`config.mk`:
```
export PLATFORM = sky130hd
export DESIGN_NAME = fsm2_flat
export DESIGN_NICKNAME = d
export VERILOG_FILES = /design/src/rtl/fsm2_pkg.sv /design/src/rtl/fsm2_if.sv /design/src/rtl/fsm2.sv /design/src/flat_wrapper.sv
export SDC_FILE = /design/constraint.sdc
export NUM_CORES = 1
export LEC_CHECK = 0
export CAP_MARGIN = 20
export CORE_AREA = 2 2 39 41
export DETAILED_ROUTE_END_ITERATION = 7
export DIE_AREA = 0 0 41 43
export HOLD_SLACK_MARGIN = 0.02
export PLACE_DENSITY = 0.39
export SLEW_MARGIN = 20
export SYNTH_ARGS = -nofsm -noshare
export SYNTH_HDL_FRONTEND = slang
export SYNTH_SLANG_ARGS = --single-unit
```
`constraint.sdc`:
```
create_clock -name ck -period 1.7 [get_ports ck]
set_clock_uncertainty 0.2 [all_clocks]
set_input_delay 0.34 -clock ck [delete_from_list [all_inputs] [get_ports ck]]
set_output_delay 0.34 -clock ck [all_outputs]
set_load 0.1 [all_outputs]
```
`src/rtl/fsm2_pkg.sv`:
```
`default_nettype none
// ============================================================================
//  Module   : fsm2_pkg
//  Purpose  : Shared state encoding and width for the fsm2 sequence detector.
//  Revision : 1.0 - initial release
// ============================================================================
package fsm2_pkg;

    localparam int W_STATE = 3;

    // Encoding is exported on c, so every code is pinned explicitly.
    typedef enum logic [W_STATE-1:0] {
        START     = 3'b000,
        S0        = 3'b001,
        S01       = 3'b010,
        S011      = 3'b011,
        S1        = 3'b100,
        S10       = 3'b101,
        S100      = 3'b110,
        ST_UNUSED = 3'b111
    } state_t;

endpackage : fsm2_pkg
`default_nettype wire

```
`src/rtl/fsm2_if.sv`:
```
`default_nettype none
// ============================================================================
//  Module   : fsm2_if
//  Purpose  : Serial input and detect/debug outputs of the fsm2 detector.
//  Revision : 1.0 - initial release
// ============================================================================
interface fsm2_if;
    import fsm2_pkg::*;

    logic               s;
    logic               y1;
    logic               y2;
    logic [W_STATE-1:0] c;

    // Source of the serial stream; observes detection flags and state.
    modport master (
        output s,
        input  y1,
        input  y2,
        input  c
    );

    // The detector itself.
    modport slave (
        input  s,
        output y1,
        output y2,
        output c
    );

endinterface : fsm2_if
`default_nettype wire

```
`src/rtl/fsm2.sv`:
```
`default_nettype none
// ============================================================================
//  Module   : fsm2
//  Purpose  : Moore overlapping sequence detector; y1 flags "011", y2 flags
//             "100". The current state code is exported on c.
//  Revision : 1.0 - initial release
// ============================================================================
module fsm2
    import fsm2_pkg::*;
(
    input  wire logic ck,
    input  wire logic rs,
    fsm2_if.slave     bus
);

    state_t r_state;
    state_t w_next;

    // State register; reset takes priority over the serial input.
    always_ff @(posedge ck) begin
        if (rs) begin
            r_state <= START;
        end else begin
            r_state <= w_next;
        end
    end

    // Next-state logic; each state remembers the longest useful suffix.
    always_comb begin
        w_next = START;
        case (r_state)
            START:   w_next = bus.s ? S1   : S0;
            S0:      w_next = bus.s ? S01  : S0;
            S01:     w_next = bus.s ? S011 : S10;
            S011:    w_next = bus.s ? S1   : S10;
            S1:      w_next = bus.s ? S1   : S10;
            S10:     w_next = bus.s ? S01  : S100;
            S100:    w_next = bus.s ? S01  : S0;
            default: w_next = START;   // unused code recovers unconditionally
        endcase
    end

    // Moore output decode straight from the state register.
    always_comb begin
        bus.y1 = 1'b0;
        bus.y2 = 1'b0;
        if (r_state == S011) begin
            bus.y1 = 1'b1;
        end
        if (r_state == S100) begin
            bus.y2 = 1'b1;
        end
    end

    assign bus.c = r_state;

endmodule : fsm2
`default_nettype wire

```
`src/flat_wrapper.sv`:
```
// flat-port wrapper written by rule: the top's interface ports become plain ports
module fsm2_flat import fsm2_pkg::*;
  (ck, rs, bus_s, bus_y1, bus_y2, bus_c);
  fsm2_if bus_i ();
  input  wire logic ck;
  input  wire logic rs;
  input wire logic [$bits(bus_i.s)-1:0] bus_s;
  output wire logic [$bits(bus_i.y1)-1:0] bus_y1;
  output wire logic [$bits(bus_i.y2)-1:0] bus_y2;
  output wire logic [$bits(bus_i.c)-1:0] bus_c;
  assign bus_i.s = bus_s;
  assign bus_y1 = bus_i.y1;
  assign bus_y2 = bus_i.y2;
  assign bus_c = bus_i.c;
  fsm2 u_core (.ck(ck), .rs(rs), .bus(bus_i));
endmodule
```
# Yosys cells after proc, flatten, opt, wreduce, memory -nomap -nowiden
# Index checks and enable logic that the tools add are counted.
# W data, S select, Z words.
# word_totals
regBits,3
input_bits,3
out_inout_bits,5
elab_cells,18
# op_classes
eq_ne,6
n_mux,8
reduce_logical,3
# ops
op,n
$pmux W3 S5,1
$eq A3 B3 Y1 const B,3
$mux W3,3
$eq A3 B2 Y1 const B,2
$reduce_or A2 Y1,2
$eq A3 B1 Y1 const B,1
$logic_not A3 Y1,1
$mux W1,3
$mux W2,1

# Logic depth before layout (Yosys ltp)
# logic_depth
depth_word,3
ltp_mapped,3
ltp_nobuf,3

# Worst setup path after synthesis
# No wires, ideal clock.
# synth_path
path_type,reg2out
startpoint,register u_core.r_state[1] (netlist: u_core.bus.c[1])
endpoint,output port bus_y1
t_arrival_ns,2.452
required_ns,1.160
path_slack_ns,-1.292
path_stages_with_launch,3
n_path_buf,0
path_cell_list,dfxtp_1 > nand2b_1 > nor2_1
# synth_via
elab_chain_cells,2
# synth_rtl
item,line_no,text
"start, declared",fsm2.sv:16,state_t r_state;
"start signal, assigned",fsm2.sv:24,r_state <= w_next;
$eq A3 B2 Y1,fsm2.sv:47,if (r_state == S011) begin
$mux W1,fsm2.sv:47,
"end, declared",flat_wrapper.sv:8,output wire logic [$bits(bus_i.y1)-1:0] bus_y1;
# No other way between the ends.

# Worst setup path in the final report
# layout_path
startpoint,register u_core.r_state[0] (netlist: u_core.bus.c[0])
endpoint,output port bus_y2
# layout_via
elab_chain_cells,2
# layout_rtl
item,line_no,text
$eq A3 B3 Y1,fsm2.sv:50,if (r_state == S100) begin
$mux W1,fsm2.sv:50,
"end, declared",flat_wrapper.sv:9,output wire logic [$bits(bus_i.y2)-1:0] bus_y2;
# No other way between the ends.

==> flow_results.org <==
** Critical path
- The worst setup path is launched from a flop.
- The largest single stage delay on the critical path is approximately 0.36 ns.
- Worst Setup End Kind :: output port
- Critical Path Fanout Max :: 6
- Slack of the worst reg-to-reg path :: ~0.54 ns
- Ordered list of cells on the worst path :: inv_1, and3_2, buf_12
- Data on the critical path is required at its endpoint by ~1.2 ns.
- The critical path in this run is classified as flop to output port.
- The worst register-to-register path has a depth of 2.
- For this design, the slowest cell found on the critical path is sky130_fd_sc_hd__dfxtp_4.
- STA puts the critical path data arrival time at between 1 and 1.5 ns.

** Final layout
- Final nets :: 32
- Number of diodes added for antenna fixing :: 0
- Layout Utilization :: 24.9%
- The area growth from synthesis to layout is 129%.
- Share of cells above drive strength 1 :: 57.1%
- Fill cells in the final layout number 150.
- In the layout the commonest cells are sky130_fd_sc_hd__buf_12 (5), sky130_fd_sc_hd__clkbuf_4 (3), sky130_fd_sc_hd__dfxtp_4 (3).
- Max reg flops :: 3
- Leaving out fill and tap cells, the most frequent cell in the layout is sky130_fd_sc_hd__buf_12.

** Die
- The region available for standard cell placement spans 0.00138 mm^2.
- The die covers 0.00176 mm^2.
- From bottom edge to top edge, the die measures between 40 and 50 um.
- For this configuration, the core starts out at a cell density of 10.8%.
- Row count :: 14
- Boundary Pins :: 8
- The die is approximately 40 um wide.

** Clock tree
- Root buffer cell :: sky130_fd_sc_hd__clkbuf_4
- For the worst-skew pair, the clock arrives at the later sink with an insertion delay of about 0.23 ns.
- Buffers added to address setup during post-CTS repair amount to 0.
- CTS Hold Buffers Added :: 0
- CTS-repair resized insts :: 0
- Number of CTS-inserted buffers :: 3
- The clock passes through at most 2 buffers.
- Counting every sink on the clock net gives 3.
- In this run the number of H-tree levels came out at 1.
- Clock tree from TritonCTS :: done
- Register clock-pin slew on the reported worst setup and hold paths :: roughly 0.030 ns

** Routing
- For this run, design rule violations remaining after detail routing come to 0.
- Met3 routed WL :: approximately 40 um
- Before antenna repair, the detailed router went through 2 iterations.
- In this run, the number of DRC markers left after iteration 0 of detailed routing was 1.
- The routed design uses ~200 um of met2 wire.
- Dividing the detail-routed wire length by the instance count gives about 9 um.
- The detail route stage leaves a number of antenna-violating nets equal to 0.
- Final routed wirelength across all metal layers :: between 300 and 400 um
- After detailed routing, no signal wire sits above met3.
- Met1 WL :: roughly 150 um
- The detailed router placed around 160 vias in this run.
- Via density per instance :: ~3.6

** Synth
- Portion of synthesized cell area occupied by the leading cell type :: roughly two fifths
- Counting every instance in the synthesized netlist gives 17.
- Count of yosys warnings during synthesis :: 0
- The mapped netlist covers 150 um^2.
- By area the synthesized netlist is led by sky130_fd_sc_hd__dfxtp_1 (40%), sky130_fd_sc_hd__nand2b_1 (13%), sky130_fd_sc_hd__mux2_4 (10%).
- Xor and xnor fraction of the mapped netlist area :: 0%
- Summing the areas of all compound-gate instances in the mapped netlist gives about an eighth of the synthesized area.
- Each instance of the synthesized netlist takes up on average 8.83 um^2.
- Post-Synthesis Net Count :: 20
- Netlist cell types :: 13
- Of all cell types, the one taking the most synthesized area is sky130_fd_sc_hd__dfxtp_1.
- The share of the Yosys chip area taken by registers is 40.0%.
- After synthesis, the largest family of logic cells by area is simple AND/OR/NAND/NOR gates.
- Post-synthesis mux area share :: 10.0%
- Area share of fa/ha/maj cells after synthesis :: 0%
- Post-Synth Simple-Gate Area :: a little over a third
- Counting flops and latches in the post-synthesis netlist gives 3.

** Worst hold path
- Cell count of the worst hold path :: 1
- The worst hold path belongs to the class flop to flop.

** Flow run
- The tool flagged a number of max-cap violations equal to 0.

** Timing
- The hold violation count in the final report came to 0.
- Worst slew pin tran :: between 0.2 and 0.25 ns
- The max-slew violation count is 0.
- Of the available clock period, the critical path in the final layout requires between 90% and 100%.
- Setup violations remaining at the end of the flow were counted as 0.
- Slew headroom :: between 80% and 90%
- Setup TNS after final layout :: 0 ns
- Fmax achieved :: 0.615 GHz
- For the finished layout, the period the worst path requires is roughly 1.6 ns.
- Setup repair after global routing missed its margin :: no

** Place
- The count of buffers added on input and output ports is 7.
- Detailed placement finished with a half-perimeter wire length of 340 um.
- The congestion estimate from routability-driven global placement came to 0.653.

** Global route
- GRT overflow :: 0
- Antenna violations before repair :: 0
- Entering global routing, the biggest net connects 7 pins.
- The number of global-route vias before repair came to ~180.
- All-Layer GR Usage :: between 5 and 6%
- Global-route wire length before repair :: 641 um

** Power and ir drop
- Pwr per Cell Area :: just under 900 mW/mm^2
- LEAKAGE :: ~0.13 nW
- Worst vdd ir :: between 0.2 and 0.3 mV

** Run status
- Status :: completed
==> kinds of logic after synthesis <==
kind of cell           after synthesis
AO/OA/AOI/OAI                        3
multiplexers                         1
AND/OR/NAND/NOR                      9
flip-flops                           3
buffers and inverters                1
==> worst paths after layout <==
kind	start	to
max	u_core.bus.c[0]$_SDFF_PP0_	bus_y2
min	u_core.bus.c[0]$_SDFF_PP0_	u_core.bus.c[0]$_SDFF_PP0_
max reg2reg	u_core.bus.c[2]$_SDFF_PP0_	u_core.bus.c[0]$_SDFF_PP0_
min reg2reg	u_core.bus.c[0]$_SDFF_PP0_	u_core.bus.c[0]$_SDFF_PP0_
==> metrics by stage <==
step | hold slack (ns) | std cells | power, mW | worst slack [ns] | instance area, um^2
after detailed placement | 0.309 | 40 | 0.186 | 0.0434 | 318
after global routing | 0.340 | 44 | 0.322 | 0.0171 | 344
final | 0.307 | 44 | 0.305 | 0.0745 | 344
after CTS | 0.315 | 44 | 0.316 | 0.0569 | 344
after floorplan | 0.197 | 17 | 0.147 | 0.0123 | 178
after global placement | 0.304 | 40 | 0.186 | 0.0712 | 318
==> worst max-delay path, delay by kind of cell (launching register included) <==
family,cells,cell delay (ns)
DFF,1,0.36
buffers and inverters,2,0.28
and+or+nand+nor,1,0.22
==> layer usage <==
metal / track usage [%] / vias up
met1: 5.43 / 72
met2: 8.44 / 8
met3: 1.57 / 0
met5: 0 / -
met4: 8.00 / 0
li1: - / 79
==> where the power goes <==
group	switching (mW)	internal [mW]	total, mW	leakage (nW)
logic	0.0585	0.0396	0.0981	0.0877
clock network	0.0338	0.0878	0.122	0.0150
registers	0.0102	0.0757	0.0858	0.0267
total	0.102	0.203	0.305	0.129
==> cell type report <==
cell class	instances	area (um^2)	area share, %
timing repair buffer	7	120	34.9
multi-input combinational	13	103	29.8
sequential	3	71.3	20.7
clock buffer	4	26.3	7.64
tap	16	20.0	5.82
inverter	1	3.75	1.09
==> cell usage after synthesis, drive strengths merged <==
cell type  count
inv            1
or2            1
o21ai          1
nor2           2
dfxtp          3
nand2b         3
a21oi          1
nand3b         1
mux2           1
nand2          1
a221oi         1
and3           1
No activity file was read; power rests on OpenSTA's default activity.
==> variant, RTL diff (same flow settings) <==
Add an input register stage for `rs`; this delays it by one clock. The other inputs are not delayed to match.
--- a/src/rtl/fsm2.sv
+++ b/src/rtl/fsm2.sv
@@ -14,4 +14,10 @@
 );
 
+    logic rs_q;
+
+    always_ff @(posedge ck) begin
+        rs_q <= rs;
+    end
+
     state_t r_state;
     state_t w_next;
@@ -19,5 +25,5 @@
     // State register; reset takes priority over the serial input.
     always_ff @(posedge ck) begin
-        if (rs) begin
+        if (rs_q) begin
             r_state <= START;
         end else begin
Check against the original RTL: not equivalent (a bounded check fails within 4 cycles, from zero or initial values).
==> variant against the unedited design <==
  * First-iteration DRC count shrank 100%
  * Cell count is 2.3% higher
  * Die area is the same
  * Design area up 5.8%
  * Global-route usage decreased by 0.19 points
  * Total power up 11%
  * Setup slack got worse by 0.012 ns
  * Register-to-register slack better by 0.03 ns
  * Area after synthesis increased by 13%
  * Sequential cell count increased by 1
  * Wire length is 3.5% lower
  * Count of clock-buffer cells in the layout unchanged
  * Critical path type unchanged
  * Largest power group unchanged
==> variant: results <==
place:
  gp_congestion: 0.6200
  dp_hpwl_um: 314.6
  dpl-instance-area_um2: 337.8
  dpl_worst_slack_ns: 0.06977
  port_buffers: 7
power_and_ir_drop:
  p_leak_nw: 0.1379
  ir_drop_v: 0.0002739
detailed_routing:
  dr.pass1.iters: 1
  routed_wl_um: 381
  vias: 169
  initialDrtViolationCount: 0
sta:
  fmax_mhz: 610.9
  worst_slew_pin_slew_ns: 0.2335
worst_setup_path:
  rrSetupSlack_ns: 0.57
  max_stage_delay_ns: 0.36
  critPathSlowestCell: "dfxtp_4"
synth:
  synthAdderAreaFrac_pct: 0
  synth_cell_type_count: 13
  yosysSeqAreaShare_pct: 47.06
  syn_nets: 21
  yosys-top-cells-area: "dfxtp_1 47%, nand2b_1 11%, mux2_4 8.8%"
  synthXorXnorAreaFrac_pct: 0
  synth_compound_area_share_pct: 11.03
  synth-async-reset-ratio_pct: 0
  netlist_top_cells_count: "4 x dfxtp_1, 3 x nand2b_1"
  muxShareOfSynthArea_pct: 8.824
global_routing:
  grt_pass1_vias: 164
  grt_pass1_wl_um: 586
  grt_max_degree: 7
  grt_usage_pct: 5.717
cells_and_area:
  final_nets: 33
  drive_above_1_share_pct: 55.17
clock_tree:
  max-clock-path-buffers: 2
  clk_latency_ns: 0.24
status:
  outcome: "finished, final reports clean"
==> variant: layout make-up <==
class	count	area (µm²)
well taps	16	20.02
fillers	150	1020
inverters	1	3.754
repair buffers	7	120.1
clock buffers	4	26.28
flip-flops and latches	4	91.34
multi-input cells	13	102.6
==> variant: worst paths after layout <==
kind,startpoint,end,cells past startpoint
worst min-delay path,u_core.rs_q$_DFF_P_,u_core.bus.c[1]$_SDFF_PP0_,1
worst max register to register,u_core.bus.c[2]$_SDFF_PP0_,u_core.bus.c[0]$_SDFF_PP0_,2
worst max-delay path,u_core.bus.c[0]$_SDFF_PP0_,bus_y2,3
worst min register to register,u_core.rs_q$_DFF_P_,u_core.bus.c[1]$_SDFF_PP0_,1
==> variant: worst reg2reg max path: cells and delay by family, from the launching register on <==
kind            cells  cell delay, ns
flops               1            0.35
simple gates        1            0.24
compound gates      1            0.25
==> variant: power breakdown <==
group / leakage, nW / total, mW / internal [mW] / switching, mW
registers: 0.0352 / 0.111 / 0.100 / 0.0110
logic: 0.0877 / 0.0977 / 0.0397 / 0.0579
clock network: 0.0150 / 0.131 / 0.0883 / 0.0424
==> variant: metal layers <==
metal  wire length [µm]  GRT usage (%)  part of all wire [%]  vias up
met5                  0              0                     0        -
met4                 23          8.000                   6.0        0
met3                 46          3.141                    12        3
met2                173          8.438                    45       11
met1                138          3.846                    36       70
li1                   -              -                     -       85
==> variant: stage by stage <==
stage	util [%]	hold slack (ns)	std cells	total power, mW
6_report	26.31	0.2199	45	0.3398
5_1_grt	26.31	0.2355	45	0.3625
4_1_cts	26.31	0.2259	45	0.3491
3_5_place_dp	24.41	0.2273	41	0.2114
3_3_place_gp	24.41	0.2320	41	0.2109
2_1_floorplan	-	0.1677	18	0.1735
